File: config.mk
export PLATFORM = sky130hd
export DESIGN_NAME = regdump_ctrl
export DESIGN_NICKNAME = d
export VERILOG_FILES = /design/src/rtl/regdump_ctrl.sv
export SDC_FILE = /design/constraint.sdc
export NUM_CORES = 1
export LEC_CHECK = 0
export BUFFER_PORTS_ARGS = -buffer_cell sky130_fd_sc_hd__buf_4
export CORE_MARGIN = 8
export CORE_UTILIZATION = 40
export DETAILED_ROUTE_END_ITERATION = 12
export PLACE_DENSITY_LB_ADDON = 0.2
export SKIP_CTS_REPAIR_TIMING = 1
export SYNTH_ARGS = -nofsm -noshare
export SYNTH_HDL_FRONTEND = slang
export SYNTH_SLANG_ARGS = --single-unit
File: constraint.sdc
create_clock -name clock -period 2.2 [get_ports clock]
set_clock_uncertainty 0.1 [all_clocks]
set_input_delay 0.11 -clock clock [delete_from_list [all_inputs] [get_ports clock]]
set_output_delay 0.11 -clock clock [all_outputs]
set_load 0.02 [all_outputs]
File: src/rtl/regdump_ctrl.sv
// End-of-run register dump sequencer: runs the processor for NUM_CYCLES clocks,
// halts it, then walks regfile read port A and streams each register out over valid/ready.
module regdump_ctrl #(
    parameter int NUM_CYCLES = 255,
    parameter int REG_COUNT  = 32,
    parameter int DATA_W     = 32
) (
    input  logic              clock,
    input  logic              reset,
    input  logic              start,
    input  logic [4:0]        cpu_rs1,
    input  logic [DATA_W-1:0] regA,
    output logic [4:0]        rs1_out,
    output logic              cpu_halt,
    output logic              test_mode,
    output logic              dump_valid,
    input  logic              dump_ready,
    output logic [4:0]        dump_idx,
    output logic [DATA_W-1:0] dump_data,
    output logic              busy,
    output logic              done
);

    // Counter must hold NUM_CYCLES itself, since it still ticks on the RUN->READ edge.
    localparam int CNT_W      = (NUM_CYCLES > 0) ? $clog2(NUM_CYCLES + 1) : 1;
    localparam int CNT_LAST_I = (NUM_CYCLES > 0) ? NUM_CYCLES - 1 : 0;
    localparam logic [CNT_W-1:0] CNT_LAST = CNT_W'(CNT_LAST_I);
    localparam logic [4:0]       IDX_LAST = 5'(REG_COUNT - 1);

    typedef enum logic [2:0] {
        S_IDLE,
        S_RUN,
        S_READ,
        S_PRESENT,
        S_DONE
    } state_t;

    state_t              state_q, state_d;
    logic [CNT_W-1:0]    cnt_q, cnt_d;
    logic [4:0]          idx_q, idx_d;
    logic [DATA_W-1:0]   data_q, data_d;

    always_ff @(posedge clock or negedge reset) begin
        if (!reset) begin
            state_q <= S_IDLE;
        end else begin
            state_q <= state_d;
        end
    end

    always_comb begin
        state_d = state_q;
        case (state_q)
            S_IDLE, S_DONE: begin
                if (start) begin
                    state_d = (NUM_CYCLES > 0) ? S_RUN : S_READ;
                end
            end
            S_RUN: begin
                if (cnt_q == CNT_LAST) begin
                    state_d = S_READ;
                end
            end
            S_READ: begin
                state_d = S_PRESENT;
            end
            S_PRESENT: begin
                if (dump_ready) begin
                    state_d = (idx_q == IDX_LAST) ? S_DONE : S_READ;
                end
            end
            default: begin
                state_d = S_IDLE;
            end
        endcase
    end

    // Outputs decode straight from state so an async reset releases port A at once.
    always_comb begin
        cpu_halt   = 1'b1;
        test_mode  = 1'b0;
        dump_valid = 1'b0;
        busy       = 1'b0;
        done       = 1'b0;
        case (state_q)
            S_RUN: begin
                cpu_halt = 1'b0;
                busy     = 1'b1;
            end
            S_READ: begin
                test_mode = 1'b1;
                busy      = 1'b1;
            end
            S_PRESENT: begin
                test_mode  = 1'b1;
                dump_valid = 1'b1;
                busy       = 1'b1;
            end
            S_DONE: begin
                done = 1'b1;
            end
            default: begin
                cpu_halt = 1'b1;
            end
        endcase
    end

    always_comb begin
        cnt_d  = cnt_q;
        idx_d  = idx_q;
        data_d = data_q;
        case (state_q)
            S_IDLE, S_DONE: begin
                if (start) begin
                    cnt_d = '0;
                    idx_d = '0;
                end
            end
            S_RUN: begin
                cnt_d = cnt_q + CNT_W'(1);
            end
            S_READ: begin
                data_d = regA;
            end
            S_PRESENT: begin
                if (dump_ready && (idx_q != IDX_LAST)) begin
                    idx_d = idx_q + 5'd1;
                end
            end
            default: begin
                cnt_d = cnt_q;
            end
        endcase
    end

    always_ff @(posedge clock or negedge reset) begin
        if (!reset) begin
            cnt_q  <= '0;
            idx_q  <= '0;
            data_q <= '0;
        end else begin
            cnt_q  <= cnt_d;
            idx_q  <= idx_d;
            data_q <= data_d;
        end
    end

    assign rs1_out   = test_mode ? idx_q : cpu_rs1;
    assign dump_idx  = idx_q;
    assign dump_data = data_q;

endmodule

==> results of run 1 <==
## tightest hold or removal path, stage by stage
cell and delay [ns]:
buf_4 0.08, nor3_1 0.06, nand2_1 0.07, o31ai_1 0.06
## per-layer routing
layer / vias up / global-route usage [%] / share of wire (%)
li1: 839 / - / -
met1: 767 / 15.8 / 42
met2: 60 / 20.4 / 47
met3: 6 / 5.01 / 9.1
met4: 0 / 4.61 / 1.1
met5: - / 0 / 0
## power by group through the flow
stage / sequential (W) / clock [W] / combinational, W
floorplan: 0.00202 / 0 / 0.00106
global placement: 0.00162 / 0 / 0.00244
detailed placement: 0.00163 / 0 / 0.00247
CTS: 0.00161 / 0.000645 / 0.00248
global route: 0.00170 / 0.000683 / 0.00267
finish: 0.00162 / 0.000621 / 0.00249
## state kept, by name, summed over array words and instances, names as in the netlist
signal and count:
dump_data 32, dump_idx 5, state_q 3, cnt_q 8
## worst min path at each step
stage                     startpoint                   endpoint  cells after the start
after global placement         reset  dump_data[10]$_DFFE_PN0N_                      1
after floorplan                reset       cnt_q[0]$_DFFE_PN0P_                      0
final                          start     state_q[2]$_DFFE_PN0P_                      4
after detailed placement       reset  dump_data[10]$_DFFE_PN0N_                      1
after CTS                      reset  dump_data[10]$_DFFE_PN0N_                      1
after global routing           start     state_q[2]$_DFFE_PN0P_                      4
## metrics by stage
stage / instances / utilization, % / area (um2) / power, W
finish: 355 / 64.3 / 3280 / 0.00473
global route: 355 / 64.3 / 3280 / 0.00505
floorplan: 161 / - / 2110 / 0.00308
detailed placement: 314 / 55.7 / 2850 / 0.00410
global placement: 314 / 55.7 / 2850 / 0.00405
CTS: 322 / 57.8 / 2950 / 0.00474
## Yosys cell counts (all sizes together) (3+ instances only)
library cell   n  area, um2
inv            5       18.8
nor2           4       17.5
mux2i          4       40.0
dfrtp         48       1200
nor3           3       15.0
a31o           3       26.3
o21ai          4       20.0
mux2          37        417
ha             4       50.1
and3           5       31.3
nand3          5       25.0
buf            5       25.0
nand2          8       30.0
nand4          3       18.8
nand2b         3       18.8
## area by class of cell
cell class / instances / share of cell area [%]
inverter: 5 / 0.572
sequential: 48 / 36.6
timing repair buffer: 122 / 30.8
clock inverter: 2 / 1.07
tap: 70 / 2.67
multi-input combinational: 102 / 26.1
clock buffer: 6 / 2.21
## kinds of logic (layout without fill, tap and decap cells)
family / Yosys count / count (layout) / share of synthesized area, %
AO/OA/AOI/OAI: 21 / 21 / 7.25
multiplexers: 41 / 41 / 21.7
adder cells (fa/ha/maj): 4 / 4 / 2.38
flip-flops: 48 / 48 / 57.0
buffers and inverters: 11 / 135 / 2.26
AND/OR/NAND/NOR: 36 / 36 / 9.39
==> results.toml, run 1 <==
[global_routing]
grt_pass1_wl_um = 7890
grt_pass1_vias = 1657
antenna_found_initial = 0
grt-ovfl-total = 0
grt_util_all_layers_pct = 13.0
grt_max_degree = 49

[drt]
wl_per_cell_um = 15.5
vias = 1672
ant_nets = 0
via_per_inst = 4.71
drt_pass1_iterations = 4
drc = 0
routed_wirelength_um = 5500
drtIter0Drc = 47

[setup_path]
r2r_setup_slack_ns = 0.29
crit_required_ns = 2.27
startpoint_type = "register"
path_buf_inv = 0
max_stage_delay_ns = 0.44
crit_start = "dump_idx[0]$_DFFE_PN0P_"
cp_max_fo = 5
reg2reg_to = "dump_idx[0]$_DFFE_PN0P_"
cp.arrival_ns = 1.98
r2r_cells = 6
r2r-start = "dump_idx[0]$_DFFE_PN0P_"
path_common_cell = "ha_1"
slowest_stage = "dfrtp_1"
path_depth = 6
cp_top_family = "adder cells"
endpoint_kind = "register"
crit_type = "register to register"
crit_chain = "ha_1 > and3_1 > ha_1 > nand2b_1 > o21ai_0 > mux2i_1"
crit_path_end = "dump_idx[0]$_DFFE_PN0P_"

[die]
rows = 26
die_area_mm2 = 0.00784
start_util_pct = 41.2
ioPinCount = 88
core_area_mm2 = 0.00511
die_h_um = 88.6
die_w_um = 88.6

[timing]
whs_ns = 0.0175
rsz0062_at_grt = "false"
max_slew_margin_pct = 61.0
hold_viol = 0
setup_slack_ns = 0.286
setup_violations = 0
fin_setup_tns_ns = 0
slew_viol_final = 0
period_share_pct = 87.0
tightest_slew_ns = 0.585
finalCriticalPeriod_ns = 1.91
fmax_ghz = 0.522

[place]
port_buffers = 87
hpwl_um = 3650
dp_slack_ns = 0.307
place_congestion = 0.782

[power]
power.density_mw_per_mm2 = 1440
p_sw_share_pct = 38.7
ir_drop_mv = 0.701
p_comb_share_pct = 52.6
pwr-share-seq_pct = 34.2
p_sw_w = 0.00183
power_leakage_nw = 1.55
p_int_w = 0.00290
pwr-share-clk_pct = 13.1

[logic_synthesis]
yosys_most_used_dff = "dfrtp_1"
synth-seq-area-share_pct = 57.0
async_reset_ff_share_pct = 100
synth_area_mm2 = 0.00211
ys_warn_count = 0
ys_seq_elements = 48
synthCells = 161
synth_enable_flop_cells = 0
ys_types = 35
postSynthAreaPerCell_um2 = 13.1
synth_fp_nets = 206

[clock_network]
clk_path_buf_depth = 2
htreeDepth = 2
cts.sinks = 48
cts-root-buf = "clkbuf_8"
clock_latency_ns = 0.29
cts_buffers = 5
cts_tree = "done"
clk_pin_slew_ns = 0.09

[final_layout]
multi_input_area_um2 = 857
layout_commonest_cell = "buf_4"
nFillCells = 415
final_nets = 329
antenna_cells = 0
drive_gt1_share_pct = 48.8
regArea_mm2 = 0.00120
layout_common_cells = "buf_4, dfrtp_1, mux2_2"
area_delta_synth_final_pct = 55.9

[hold_path]
hold_path.class = "primary input to register"

[flow_run]
drv_cap = 0

[status]
status = "finished, final reports clean"
No activity file was read; power rests on OpenSTA's default activity.
==> run 2: changes to the inputs <==
--- a/config.mk
+++ b/config.mk
@@ -6,10 +6,11 @@
 export NUM_CORES = 1
 export LEC_CHECK = 0
 export BUFFER_PORTS_ARGS = -buffer_cell sky130_fd_sc_hd__buf_4
+export CAP_MARGIN = 20
 export CORE_MARGIN = 8
 export CORE_UTILIZATION = 40
 export DETAILED_ROUTE_END_ITERATION = 12
-export PLACE_DENSITY_LB_ADDON = 0.2
+export PLACE_DENSITY = 0.66
 export SKIP_CTS_REPAIR_TIMING = 1
 export SYNTH_ARGS = -nofsm -noshare
 export SYNTH_HDL_FRONTEND = slang
==> results.toml, run 2 (same netlist as run 1, synthesis figures left out) <==
[status]
status = "finished, final reports clean"

[drt]
ant_nets = 0
vias = 1683
drt_pass1_iterations = 6
routed_wirelength_um = 5360
drc = 0
wl_per_cell_um = 15.1
via_per_inst = 4.74
drtIter0Drc = 60

[clock_network]
clock_latency_ns = 0.29
cts_buffers = 5
clk_path_buf_depth = 2
cts_tree = "done"
clk_pin_slew_ns = 0.09
htreeDepth = 2
cts-root-buf = "clkbuf_8"
cts.sinks = 48

[timing]
max_slew_margin_pct = 59.5
setup_violations = 0
fin_setup_tns_ns = 0
slew_viol_final = 0
setup_slack_ns = 0.298
period_share_pct = 86.4
tightest_slew_ns = 0.608
finalCriticalPeriod_ns = 1.90
hold_viol = 0
rsz0062_at_grt = "false"
fmax_ghz = 0.526

[place]
place_inst = 314
hpwl_um = 3560
port_buffers = 87
place_congestion = 0.822
dp_slack_ns = 0.310

[final_layout]
largest_register_ffs = 32
final_nets = 329
layout_common_cells = "buf_4, dfrtp_1, mux2_2"
layout_commonest_cell = "buf_4"
fin_cells = 355
antenna_cells = 0
area_delta_synth_final_pct = 55.4
drive_gt1_share_pct = 49.1

[power]
power_leakage_nw = 1.54
power.density_mw_per_mm2 = 1420
ir_drop_mv = 0.714
power_w = 0.00464

[global_routing]
grt-ovfl-total = 0
grt_max_degree = 49
antenna_found_initial = 0
grt_util_all_layers_pct = 12.1
grt_pass1_wl_um = 7560
grt_pass1_vias = 1484

[hold_path]
hold_path.class = "primary input to register"

[setup_path]
crit_required_ns = 2.29
endpoint_kind = "register"
cp.arrival_ns = 1.99
startpoint_type = "register"
cp_max_fo = 5
crit_type = "register to register"

[die]
start_util_pct = 41.2
die_h_um = 88.6
ioPinCount = 88
core_area_mm2 = 0.00511
rows = 26
die_area_mm2 = 0.00784
die_w_um = 88.6

[flow_run]
drv_cap = 0
-- run 2: changes by cell type in the layout (fill, tap and decap cells not counted) --
cell and delta:
clkbuf_8 +1, bufinv_16 -1, clkbuf_1 -1, clkinvlp_4 +2
clkinv_2 -1
-- run 2: area by class of cell --
class | count | area, um2
Clock buffer | 6 | 82.6
Clock inverter | 2 | 15.0
Fill cell | 407 | 1830
Inverter | 5 | 18.8
Multi-Input combinational cell | 102 | 857
Sequential cell | 48 | 1200
Tap cell | 70 | 87.6
Timing Repair Buffer | 122 | 1010
-- run 2: layer usage --
metal / vias up / track usage, % / wire length (um)
li1: 829 / - / -
met1: 783 / 18.0 / 2550
met2: 71 / 16.2 / 2320
met3: 0 / 4.83 / 496
met4: 0 / 1.84 / 0
met5: - / 0 / 0
-- run 2: worst paths after layout --
kind / cells past startpoint / end / startpoint / slack (ns)
max: 6 / dump_idx[1]$_DFFE_PN0P_ / dump_idx[0]$_DFFE_PN0P_ / 0.30
min: 3 / state_q[0]$_DFFE_PN0P_ / dump_ready / 0.02
max reg2reg: 6 / dump_idx[1]$_DFFE_PN0P_ / dump_idx[0]$_DFFE_PN0P_ / 0.30
min reg2reg: 1 / cnt_q[7]$_DFFE_PN0P_ / cnt_q[7]$_DFFE_PN0P_ / 0.38
max in group asynchronous: 2 / cnt_q[4]$_DFFE_PN0P_ / reset / 1.33
min in group asynchronous: 2 / dump_data[31]$_DFFE_PN0N_ / reset / 0.26
-- run 2: through the flow --
stage	util [%]	hold WS, ns	area, um2
6_report	64.1	0.0196	3270
5_1_grt	64.1	0.0435	3270
4_1_cts	57.6	-0.263	2940
3_5_place_dp	55.7	0.0650	2850
3_3_place_gp	55.7	0.0699	2850
2_1_floorplan	-	-0.286	2110
-- run 2: report_power, final --
part / internal (W) / total (W) / switching [W]
Sequential: 0.00131 / 0.00161 / 0.000303
Clock: 0.000255 / 0.000549 / 0.000294
Combinational: 0.00125 / 0.00248 / 0.00123
-- run 2: critical path: stages, from the launching register on --
cell and delay (ns):
dfrtp_1 0.44, ha_1 0.25, and3_1 0.19, ha_1 0.21
nor2b_1 0.23, nand2_1 0.13, a31o_2 0.26
==> run 3: changes to the inputs <==
--- a/config.mk
+++ b/config.mk
@@ -8,9 +8,9 @@
 export BUFFER_PORTS_ARGS = -buffer_cell sky130_fd_sc_hd__buf_4
 export CAP_MARGIN = 20
 export CORE_MARGIN = 8
-export CORE_UTILIZATION = 40
+export CORE_UTILIZATION = 51
 export DETAILED_ROUTE_END_ITERATION = 12
-export PLACE_DENSITY = 0.66
+export PLACE_DENSITY = 0.81
 export SKIP_CTS_REPAIR_TIMING = 1
 export SYNTH_ARGS = -nofsm -noshare
 export SYNTH_HDL_FRONTEND = slang
==> constraint.sdc (replaced) <==
create_clock -name clock -period 2.3 [get_ports clock]
set_clock_uncertainty 0.1 [all_clocks]
set_input_delay 0.115 -clock clock [delete_from_list [all_inputs] [get_ports clock]]
set_output_delay 0.115 -clock clock [all_outputs]
set_load 0.02 [all_outputs]
==> results.toml, run 3 (same netlist as run 1, synthesis figures left out) <==
[place]
hpwl_um = 3810
port_buffers = 87
place_inst = 293
place_congestion = 0.772

[timing]
period_share_pct = 83.3
whs_ns = 0.0153
finalCriticalPeriod_ns = 1.92
setup_violations = 0
fin_setup_tns_ns = 0
rsz0062_at_grt = "false"
fmax_ghz = 0.522
hold_viol = 0
tightest_slew_ns = 0.579
slew_viol_final = 0
max_slew_margin_pct = 61.4

[drt]
drt_pass1_iterations = 4
drc = 0
via_per_inst = 5.35
vias = 1786
drtIter0Drc = 99
wl_per_cell_um = 18.6
ant_nets = 0
routed_wirelength_um = 6220

[clock_network]
htreeDepth = 2
clk_path_buf_depth = 2
cts-root-buf = "clkbuf_8"
clk_pin_slew_ns = 0.09
cts_buffers = 5
cts_tree = "done"
clock_latency_ns = 0.31
cts.sinks = 48

[setup_path]
crit_type = "register to output port"
crit_chain = "nand2b_1 > mux2_2 > buf_4"
cp_max_fo = 8
cp.arrival_ns = 1.70
max_stage_delay_ns = 0.49
r2r_cells = 6
endpoint_kind = "output port"
crit_required_ns = 2.09
startpoint_type = "register"
slowest_stage = "dfrtp_1"

[final_layout]
drive_gt1_share_pct = 48.9
layout_commonest_cell = "buf_4"
area_delta_synth_final_pct = 53.7
layout_common_cells = "buf_4, dfrtp_1, mux2_2"
fin_cells = 334
final_nets = 328
antenna_cells = 0
largest_register_ffs = 32
nFillCells = 229
regArea_mm2 = 0.00120
multi_input_area_um2 = 857

[power]
ir_drop_mv = 0.898
power.density_mw_per_mm2 = 1400
power_leakage_nw = 1.53
power_w = 0.00453

[flow_run]
drv_cap = 0

[die]
rows = 23
core_area_mm2 = 0.00400
die_w_um = 80.3
start_util_pct = 52.6
ioPinCount = 88
die_area_mm2 = 0.00644
die_h_um = 80.3

[status]
status = "finished, final reports clean"

[global_routing]
grt_max_degree = 49
grt_pass1_vias = 1554
grt_util_all_layers_pct = 15.4
antenna_found_initial = 0
grt-ovfl-total = 0
grt_pass1_wl_um = 7790

[hold_path]
holdPathStages = 3
hold_path.class = "primary input to register"
==> run 3: changes by cell type in the layout (fill, tap and decap cells not counted), sizes merged <==
cell    change
clkbuf      -1
clkinv      +1
buf         -1
==> run 3: worst max-delay path, delay by kind of cell, from the launching register on <==
| family | cells | cell delay [ns] |
|---|---|---|
| DFF | 1 | 0.49 |
| muxes | 1 | 0.38 |
| buffers and inverters | 1 | 0.16 |
| and+or+nand+nor | 1 | 0.38 |
==> run 3: routing by layer <==
metal / vias up / global-route usage, % / wire (um)
met3: 13 / 5.36 / 506
met4: 0 / 4.55 / 165
met1: 865 / 19.4 / 2480
met2: 82 / 24.3 / 3070
met5: - / 0 / 0
li1: 826 / - / -
==> run 3: area by class of cell <==
type                    instances  area share (%)
clock buffers                   5            2.13
clock inverters                 3           0.735
inverters                       5           0.580
multi-input cells             102            26.5
flip-flops and latches         48            37.1
well taps                      50            1.93
repair buffers                121            31.0
==> run 3: where the power goes <==
part / leakage [nW] / switching [W] / internal, W
combinational: 0.918 / 0.00124 / 0.00119
sequential: 0.574 / 0.000336 / 0.00126
clock: 0.0404 / 0.000293 / 0.000215
total: 1.53 / 0.00187 / 0.00266
==> run 3: worst paths after layout <==
kind,from,endpoint,slack (ns)
max reg2reg,dump_idx[0]$_DFFE_PN0P_,dump_idx[1]$_DFFE_PN0P_,0.40
min in group asynchronous,reset,dump_data[23]$_DFFE_PN0N_,0.25
min,dump_ready,state_q[0]$_DFFE_PN0P_,0.02
max in group asynchronous,reset,dump_data[13]$_DFFE_PN0N_,1.46
min reg2reg,cnt_q[7]$_DFFE_PN0P_,cnt_q[7]$_DFFE_PN0P_,0.38
max,state_q[2]$_DFFE_PN0P_,rs1_out[0],0.38
==> run 3: through the flow <==
step | area, um2 | setup WS (ns) | util, %
2_1_floorplan | 2110 | 0.450 | -
3_3_place_gp | 2810 | 0.450 | 70.3
3_5_place_dp | 2810 | 0.410 | 70.3
4_1_cts | 2910 | 0.384 | 72.6
5_1_grt | 3240 | 0.267 | 80.9
6_report | 3240 | 0.385 | 80.9
